===== config.mk =====
export PLATFORM = sky130hd
export DESIGN_NAME = freq_meter
export DESIGN_NICKNAME = d
export VERILOG_FILES = /design/src/rtl/freq_meter_pkg.sv /design/src/rtl/freq_meter_bcd_decade.sv /design/src/rtl/freq_meter.sv
export SDC_FILE = /design/constraint.sdc
export NUM_CORES = 1
export LEC_CHECK = 0
export ABC_AREA = 1
export BUFFER_PORTS_ARGS = -buffer_cell sky130_fd_sc_hd__buf_2
export CAP_MARGIN = 0
export CORE_ASPECT_RATIO = 1.75
export CORE_MARGIN = 1
export CORE_UTILIZATION = 40
export CTS_CLUSTER_DIAMETER = 50
export DETAILED_ROUTE_END_ITERATION = 6
export PLACE_DENSITY = 0.66
export SKIP_CTS_REPAIR_TIMING = 1
export SLEW_MARGIN = 0
export SYNTH_ARGS = -nofsm -noshare
export SYNTH_HDL_FRONTEND = slang
export SYNTH_HIERARCHICAL = 1
export SYNTH_SLANG_ARGS = --single-unit

===== constraint.sdc =====
create_clock -name clk -period 8.1 [get_ports clk]
set_input_delay 1.215 -clock clk [delete_from_list [all_inputs] [get_ports clk]]
set_output_delay 1.215 -clock clk [all_outputs]
set_load 0.005 [all_outputs]

===== src/rtl/freq_meter_pkg.sv =====
// Shared definitions for the frequency meter: BCD digit width, default clock
// rate, gate-counter sizing helper and the measurement FSM state encoding.
package freq_meter_pkg;

    localparam int BCD_W          = 4;
    localparam int CLK_HZ_DEFAULT = 50000000;

    typedef enum logic {
        IDLE    = 1'b0,
        MEASURE = 1'b1
    } state_t;

    // Width of a counter that runs 0..gate_cycles-1 (never narrower than 1 bit).
    function automatic int gate_cnt_w(input int gate_cycles);
        return (gate_cycles > 1) ? $clog2(gate_cycles) : 1;
    endfunction

endpackage


===== src/rtl/freq_meter_bcd_decade.sv =====
// One decimal decade of the working edge counter. Counts 0..9 on inc and
// reports a carry when it rolls over from 9 to 0. clr wins over inc.
module bcd_decade
    import freq_meter_pkg::*;
(
    input  logic             clk,
    input  logic             rst_n,
    input  logic             clr,
    input  logic             inc,
    output logic [BCD_W-1:0] digit,
    output logic             carry
);

    // Decade register: clear, or step with 9 -> 0 wrap.
    always_ff @(posedge clk or negedge rst_n) begin
        if (!rst_n) begin
            digit <= '0;
        end else if (clr) begin
            digit <= '0;
        end else if (inc) begin
            digit <= (digit == 4'd9) ? 4'd0 : digit + 4'd1;
        end
    end

    // Carry into the next decade when this one wraps.
    always_comb begin
        carry = inc & (digit == 4'd9);
    end

endmodule


===== src/rtl/freq_meter.sv =====
// Frequency meter: counts synchronised rising edges of sig_in over a gate
// window of GATE_CYCLES clk cycles and publishes the count as packed BCD.
//
// Output handshake: valid is a one-cycle strobe with no back-pressure (no
// ready). bcd/overflow change only in the cycle valid is high and then hold,
// so a consumer may capture them on the strobe or at any later time.
module freq_meter
    import freq_meter_pkg::*;
#(
    parameter int CLK_HZ      = CLK_HZ_DEFAULT,
    parameter int GATE_CYCLES = CLK_HZ,
    parameter int DIGITS      = 4
) (
    input  logic                    clk,
    input  logic                    rst_n,
    input  logic                    en,
    input  logic                    sig_in,
    output logic [BCD_W*DIGITS-1:0] bcd,
    output logic                    overflow,
    output logic                    valid,
    output logic                    busy
);

    localparam int             GW        = gate_cnt_w(GATE_CYCLES);
    localparam logic [GW-1:0]  GATE_LAST = GW'(GATE_CYCLES - 1);

    logic sync1, sync2, sync3;
    logic edge_pulse;

    state_t state_q, state_d;

    logic [GW-1:0] gate_q;
    logic          measuring;
    logic          terminal;
    logic          clr;
    logic          inc_raw;
    logic          all_nines;

    logic [DIGITS:0]             carry_chain;
    logic [DIGITS-1:0]           dec_nine;
    logic [BCD_W*DIGITS-1:0]     work;
    logic [BCD_W*DIGITS-1:0]     work_next;
    logic                        sticky_q;
    logic                        sticky_next;

    logic [BCD_W*DIGITS-1:0]     bcd_q;
    logic                        ovf_q;
    logic                        valid_q;

    // Two-flop synchroniser plus a third stage for rising-edge detection.
    always_ff @(posedge clk or negedge rst_n) begin
        if (!rst_n) begin
            sync1 <= 1'b0;
            sync2 <= 1'b0;
            sync3 <= 1'b0;
        end else begin
            sync1 <= sig_in;
            sync2 <= sync1;
            sync3 <= sync2;
        end
    end

    assign edge_pulse = sync2 & ~sync3;

    // FSM state register.
    always_ff @(posedge clk or negedge rst_n) begin
        if (!rst_n) begin
            state_q <= IDLE;
        end else begin
            state_q <= state_d;
        end
    end

    // FSM next state: en alone moves between idle and measuring.
    always_comb begin
        state_d = state_q;
        case (state_q)
            IDLE:    if (en)  state_d = MEASURE;
            MEASURE: if (!en) state_d = IDLE;
            default: state_d = IDLE;
        endcase
    end

    // FSM outputs.
    always_comb begin
        busy = (state_q == MEASURE);
    end

    // Window control: a cycle with en low in MEASURE abandons the window.
    always_comb begin
        measuring = (state_q == MEASURE) && en;
        terminal  = measuring && (gate_q == GATE_LAST);
        clr       = !measuring || terminal;
        inc_raw   = measuring && edge_pulse;
        all_nines = &dec_nine;
    end

    // Gate counter: 0 in the first MEASURE cycle, wraps after GATE_LAST.
    always_ff @(posedge clk or negedge rst_n) begin
        if (!rst_n) begin
            gate_q <= '0;
        end else if (clr) begin
            gate_q <= '0;
        end else begin
            gate_q <= gate_q + GW'(1);
        end
    end

    // Least significant decade is fed by the edge, gated off at all 9s so
    // the count saturates instead of wrapping.
    assign carry_chain[0] = inc_raw & ~all_nines;

    genvar gi;
    generate
        for (gi = 0; gi < DIGITS; gi++) begin : g_decade
            bcd_decade u_decade (
                .clk   (clk),
                .rst_n (rst_n),
                .clr   (clr),
                .inc   (carry_chain[gi]),
                .digit (work[gi*BCD_W +: BCD_W]),
                .carry (carry_chain[gi+1])
            );

            // Value each decade would hold after this cycle's increment,
            // so the terminal cycle's own edge lands in the result.
            always_comb begin
                dec_nine[gi] = (work[gi*BCD_W +: BCD_W] == 4'd9);
                if (carry_chain[gi]) begin
                    work_next[gi*BCD_W +: BCD_W] = dec_nine[gi] ? 4'd0
                                                 : work[gi*BCD_W +: BCD_W] + 4'd1;
                end else begin
                    work_next[gi*BCD_W +: BCD_W] = work[gi*BCD_W +: BCD_W];
                end
            end
        end
    endgenerate

    // Overflow marks an edge lost to saturation. A carry out of the top
    // decade cannot occur while the gating holds; folding it in keeps the
    // flag conservative.
    always_comb begin
        sticky_next = sticky_q | (inc_raw & all_nines) | carry_chain[DIGITS];
    end

    // Sticky window-overflow bit, cleared with the working count.
    always_ff @(posedge clk or negedge rst_n) begin
        if (!rst_n) begin
            sticky_q <= 1'b0;
        end else if (clr) begin
            sticky_q <= 1'b0;
        end else begin
            sticky_q <= sticky_next;
        end
    end

    // Result registers: load on the terminal cycle, strobe valid after it.
    always_ff @(posedge clk or negedge rst_n) begin
        if (!rst_n) begin
            bcd_q   <= '0;
            ovf_q   <= 1'b0;
            valid_q <= 1'b0;
        end else begin
            valid_q <= terminal;
            if (terminal) begin
                bcd_q <= work_next;
                ovf_q <= sticky_next;
            end
        end
    end

    assign bcd      = bcd_q;
    assign overflow = ovf_q;
    assign valid    = valid_q;

endmodule


==> summary.txt <==
GRT
  • GR peak layer: met2
  • Total global-route track usage: 18.63%
  • Met1 Track Usage GR: 19.30%
  • Wire length of the first global-routing pass: 14,790 um
  • Global route total overflow: 0
  • GR met3 Demand/Resource: under 10%
  • Antenna violations before repair: 0
  • Pin count of the biggest net entering global routing: 66
  • Vias in the first global route: 3,348
  • Met2 Usage GRT: 33.73%

Synth
  • Synth Instances: between 500 and 600
  • Post-synth EDFFs: 0
  • Async set or reset register ratio after synthesis: 100.0%
  • Most frequently used flop master after synthesis: sky130_fd_sc_hd__dfrtp_1
  • Top post-synthesis cells by count: 185 x sky130_fd_sc_hd__nand2_1, 79 x sky130_fd_sc_hd__nor2_1, 75 x sky130_fd_sc_hd__inv_1, 65 x sky130_fd_sc_hd__dfrtp_1, 36 x sky130_fd_sc_hd__nand3_1
  • Netlist area before placement: 3907 um^2
  • Count of cell types in the netlist: 29
  • Synth Area per Inst: between 7 and 8 um^2
  • Net count after synthesis: 553
  • Top cell type's share of synthesized area: between 40% and 50%
  • Top cells by area in the synthesized netlist: sky130_fd_sc_hd__dfrtp_1 42%, sky130_fd_sc_hd__nand2_1 18%, sky130_fd_sc_hd__nor2_1 7.6%
  • Most numerous cell in the Yosys netlist: sky130_fd_sc_hd__nand2_1
  • Post-synthesis sequential element count: 65
  • Fraction of the yosys area taken by sequential cells: 41.63%
  • Yosys warning count: 6
  • Cell accounting for the most synthesized area: sky130_fd_sc_hd__dfrtp_1

Placed design
  • Count of buffers from port buffering: 22
  • HPWL Detailed: 6247 um
  • Routability Congestion: 0.9174

Job
  • Count of max-cap constraint violations: 0

Floorplan
  • Top-Level Pins: 23
  • Starting utilization of the core area: 41.27%
  • Die Footprint: 10,180 um^2
  • Area of the core: between 9000 and 10,000 um^2
  • DIE HEIGHT: 132.8 um
  • Die Wd: 76.72 um
  • Row count: 47

Power and ir drop
  • Leakage power summed over all cells: 2.157 nW
  • Peak supply drop: 0.1161 mV
  • Pwr per Cell Area: 165.5 nW/um^2

Setup path
  • Type of the worst setup path: primary input to flip-flop
  • Critical Path Source Type: primary input
  • Arr. time, crit path: 4020 ps
  • Worst endpoint required time: 8330 ps
  • CP endpoint kind: flip-flop
  • Critical Path Fanout Max: 6

Drt
  • Number of vias in the routed layout: 3,351
  • Routed Wire Length: ~8500 um
  • Number of DRC violations after detailed-routing iteration 0: 150
  • DRT Pass-1 Iters: 4
  • Total DRC errors in the routed layout: 0
  • Number of nets with antenna violations after detailed routing: 0
  • Routed length per placed instance: 12.16 um
  • Vias/cell: 4.808

STA
  • Minimum period implied by the final worst setup slack: around 3800 ps
  • Unrepaired setup endpoints after global routing: no
  • Setup Viol. Count Final: 0
  • Tightest Pin Transition: 991.3 ps
  • Post-route worst hold slack: approximately 350 ps
  • Fin. Hold Viols: 0
  • Normalized max-slew margin: 33.66%
  • Post-route clock skew: 6.404 ps
  • Final cycle utilization of the critical path: 46.78%
  • Peak clock frequency supported by timing: 263.9 MHz
  • Final Slew Violations: 0
  • Final sum of negative setup slack: 0 ps

Run status
  • Status: finished, final reports clean

Hold path
  • HP Class: flip-flop to flip-flop

Cells and area
  • Area taken by multi-input logic gates: around 2000 um^2
  • Area growth from synthesis to final layout: 13.29%
  • Number of antenna diodes: 0
  • Sequential cell area in the final layout: 1627 um^2
  • Layout net count: between 500 and 600
  • Filler instances: 950
  • Share of post-route cells with drive strength above 1: 13.22%
  • Post-route core utilization: around 47%

CTS
  • Number of levels the H-tree was split into: 3
  • Clock root buffer: sky130_fd_sc_hd__clkbuf_16
  • Insertion delay to the later sink of the worst-skew pair: 340 ps
  • CTS tree: yes
  • Number of sinks handled by clock tree synthesis: 65
  • Deepest clock path buffer count: 2
  • Clock slew seen by the registers of the worst setup and hold paths: roughly 60 ps
  • Total CTS buffers: 9
-- power by group --
group / internal [W] / switching (W)
combinational: 0.00000340 / 0.0000143
clock: 0.000245 / 0.000142
sequential: 0.000327 / 0.00000109
-- state kept, by name, indices dropped and copies added (netlist names) --
signal and cells:
gate_q 26, bcd 16, g_decade.u_decade/digit 16, busy 1
overflow 1, sticky_q 1, sync1 1, sync2 1
sync3 1, valid 1
-- logic make-up (layout without fill, tap and decap cells) --
| group | count (synthesis) | after routing | synth area share, % |
|---|---|---|---|
| and+or+nand+nor | 338 | 338 | 37.18 |
| AOI/OAI and AO/OA | 29 | 29 | 5.508 |
| adders and majority gates | 9 | 9 | 2.882 |
| xor gates and xnor gates | 19 | 19 | 4.259 |
| buffers and inverters | 80 | 115 | 8.549 |
| DFF | 65 | 65 | 41.63 |
-- placed cells by master, fill, tap and decap left out, types with 2 or more instances in the layout --
cell / instances
sky130_fd_sc_hd__xor2_1: 9
sky130_fd_sc_hd__nand4_1: 7
sky130_fd_sc_hd__inv_1: 75
sky130_fd_sc_hd__nor3_1: 3
sky130_fd_sc_hd__nor2_1: 79
sky130_fd_sc_hd__clkbuf_16: 9
sky130_fd_sc_hd__o21ai_2: 10
sky130_fd_sc_hd__nand3_1: 36
sky130_fd_sc_hd__nor2_2: 15
sky130_fd_sc_hd__dfrtp_1: 65
sky130_fd_sc_hd__nand2_2: 4
sky130_fd_sc_hd__nand2_1: 185
sky130_fd_sc_hd__clkinvlp_4: 2
sky130_fd_sc_hd__o21bai_1: 6
sky130_fd_sc_hd__clkinv_2: 2
sky130_fd_sc_hd__buf_2: 22
sky130_fd_sc_hd__o21ai_0: 8
sky130_fd_sc_hd__nor2_4: 4
sky130_fd_sc_hd__ha_1: 9
sky130_fd_sc_hd__xnor2_1: 10
-- through the flow --
step / setup slack (ps) / cells / power [W] / area [um^2]
after CTS: 4310 / 697 / 0.0007407 / 4427
after global placement: 4152 / 681 / 0.0003515 / 4129
after floorplan: 4618 / 540 / 0.0003425 / 3908
final: 4311 / 697 / 0.0007325 / 4427
after global routing: 3977 / 697 / 0.0007565 / 4427
after detailed placement: 3957 / 681 / 0.0003517 / 4129
-- path summary, 6_finish.rpt --
path | cells past startpoint | slack (ps) | from | endpoint
hold reg to reg | 0 | 350 | sync1 | sync2
setup / recovery | 19 | 4310 | en | bcd[15]
setup reg to reg | 19 | 4840 | g_decade[0].u_decade/digit[0] | bcd[15]
hold / removal | 0 | 350 | sync1 | sync2
max in group asynchronous | 2 | 6490 | rst_n | g_decade[0].u_decade/digit[1]
min in group asynchronous | 2 | 1050 | rst_n | gate_q[11]
-- per-layer routing --
metal / share of wire (%) / wire (um) / up-vias
li1: - / - / 1714
met1: 38 / 3183 / 1551
met2: 54 / 4609 / 61
met3: 3.2 / 270 / 25
met4: 4.9 / 415 / 0
met5: 0 / 0 / -
-- cell type report --
class,instances,area share [%]
Clock buffer,11,5.483
Sequential cell,65,36.74
Inverter,76,6.444
Timing Repair Buffer,23,2.657
Tap cell,122,3.448
Clock inverter,5,1.244
Multi-Input combinational cell,395,43.98
-- worst max-delay path, cell delays in order --
cell	delay (ps)
sky130_fd_sc_hd__buf_2	90
sky130_fd_sc_hd__nand2_1	120
sky130_fd_sc_hd__inv_2	140
sky130_fd_sc_hd__nand2_1	70
sky130_fd_sc_hd__nor2_2	190
sky130_fd_sc_hd__nand2_1	160
sky130_fd_sc_hd__inv_1	100
sky130_fd_sc_hd__inv_1	60
sky130_fd_sc_hd__nor2_1	350
sky130_fd_sc_hd__inv_1	140
sky130_fd_sc_hd__nor2_1	290
sky130_fd_sc_hd__inv_1	120
sky130_fd_sc_hd__nor2_1	320
sky130_fd_sc_hd__nand2_1	160
sky130_fd_sc_hd__inv_1	100
sky130_fd_sc_hd__nand3_1	90
sky130_fd_sc_hd__xor2_1	160
sky130_fd_sc_hd__nand3_1	80
sky130_fd_sc_hd__nand2_1	50
No activity file was read; power rests on OpenSTA's default activity.
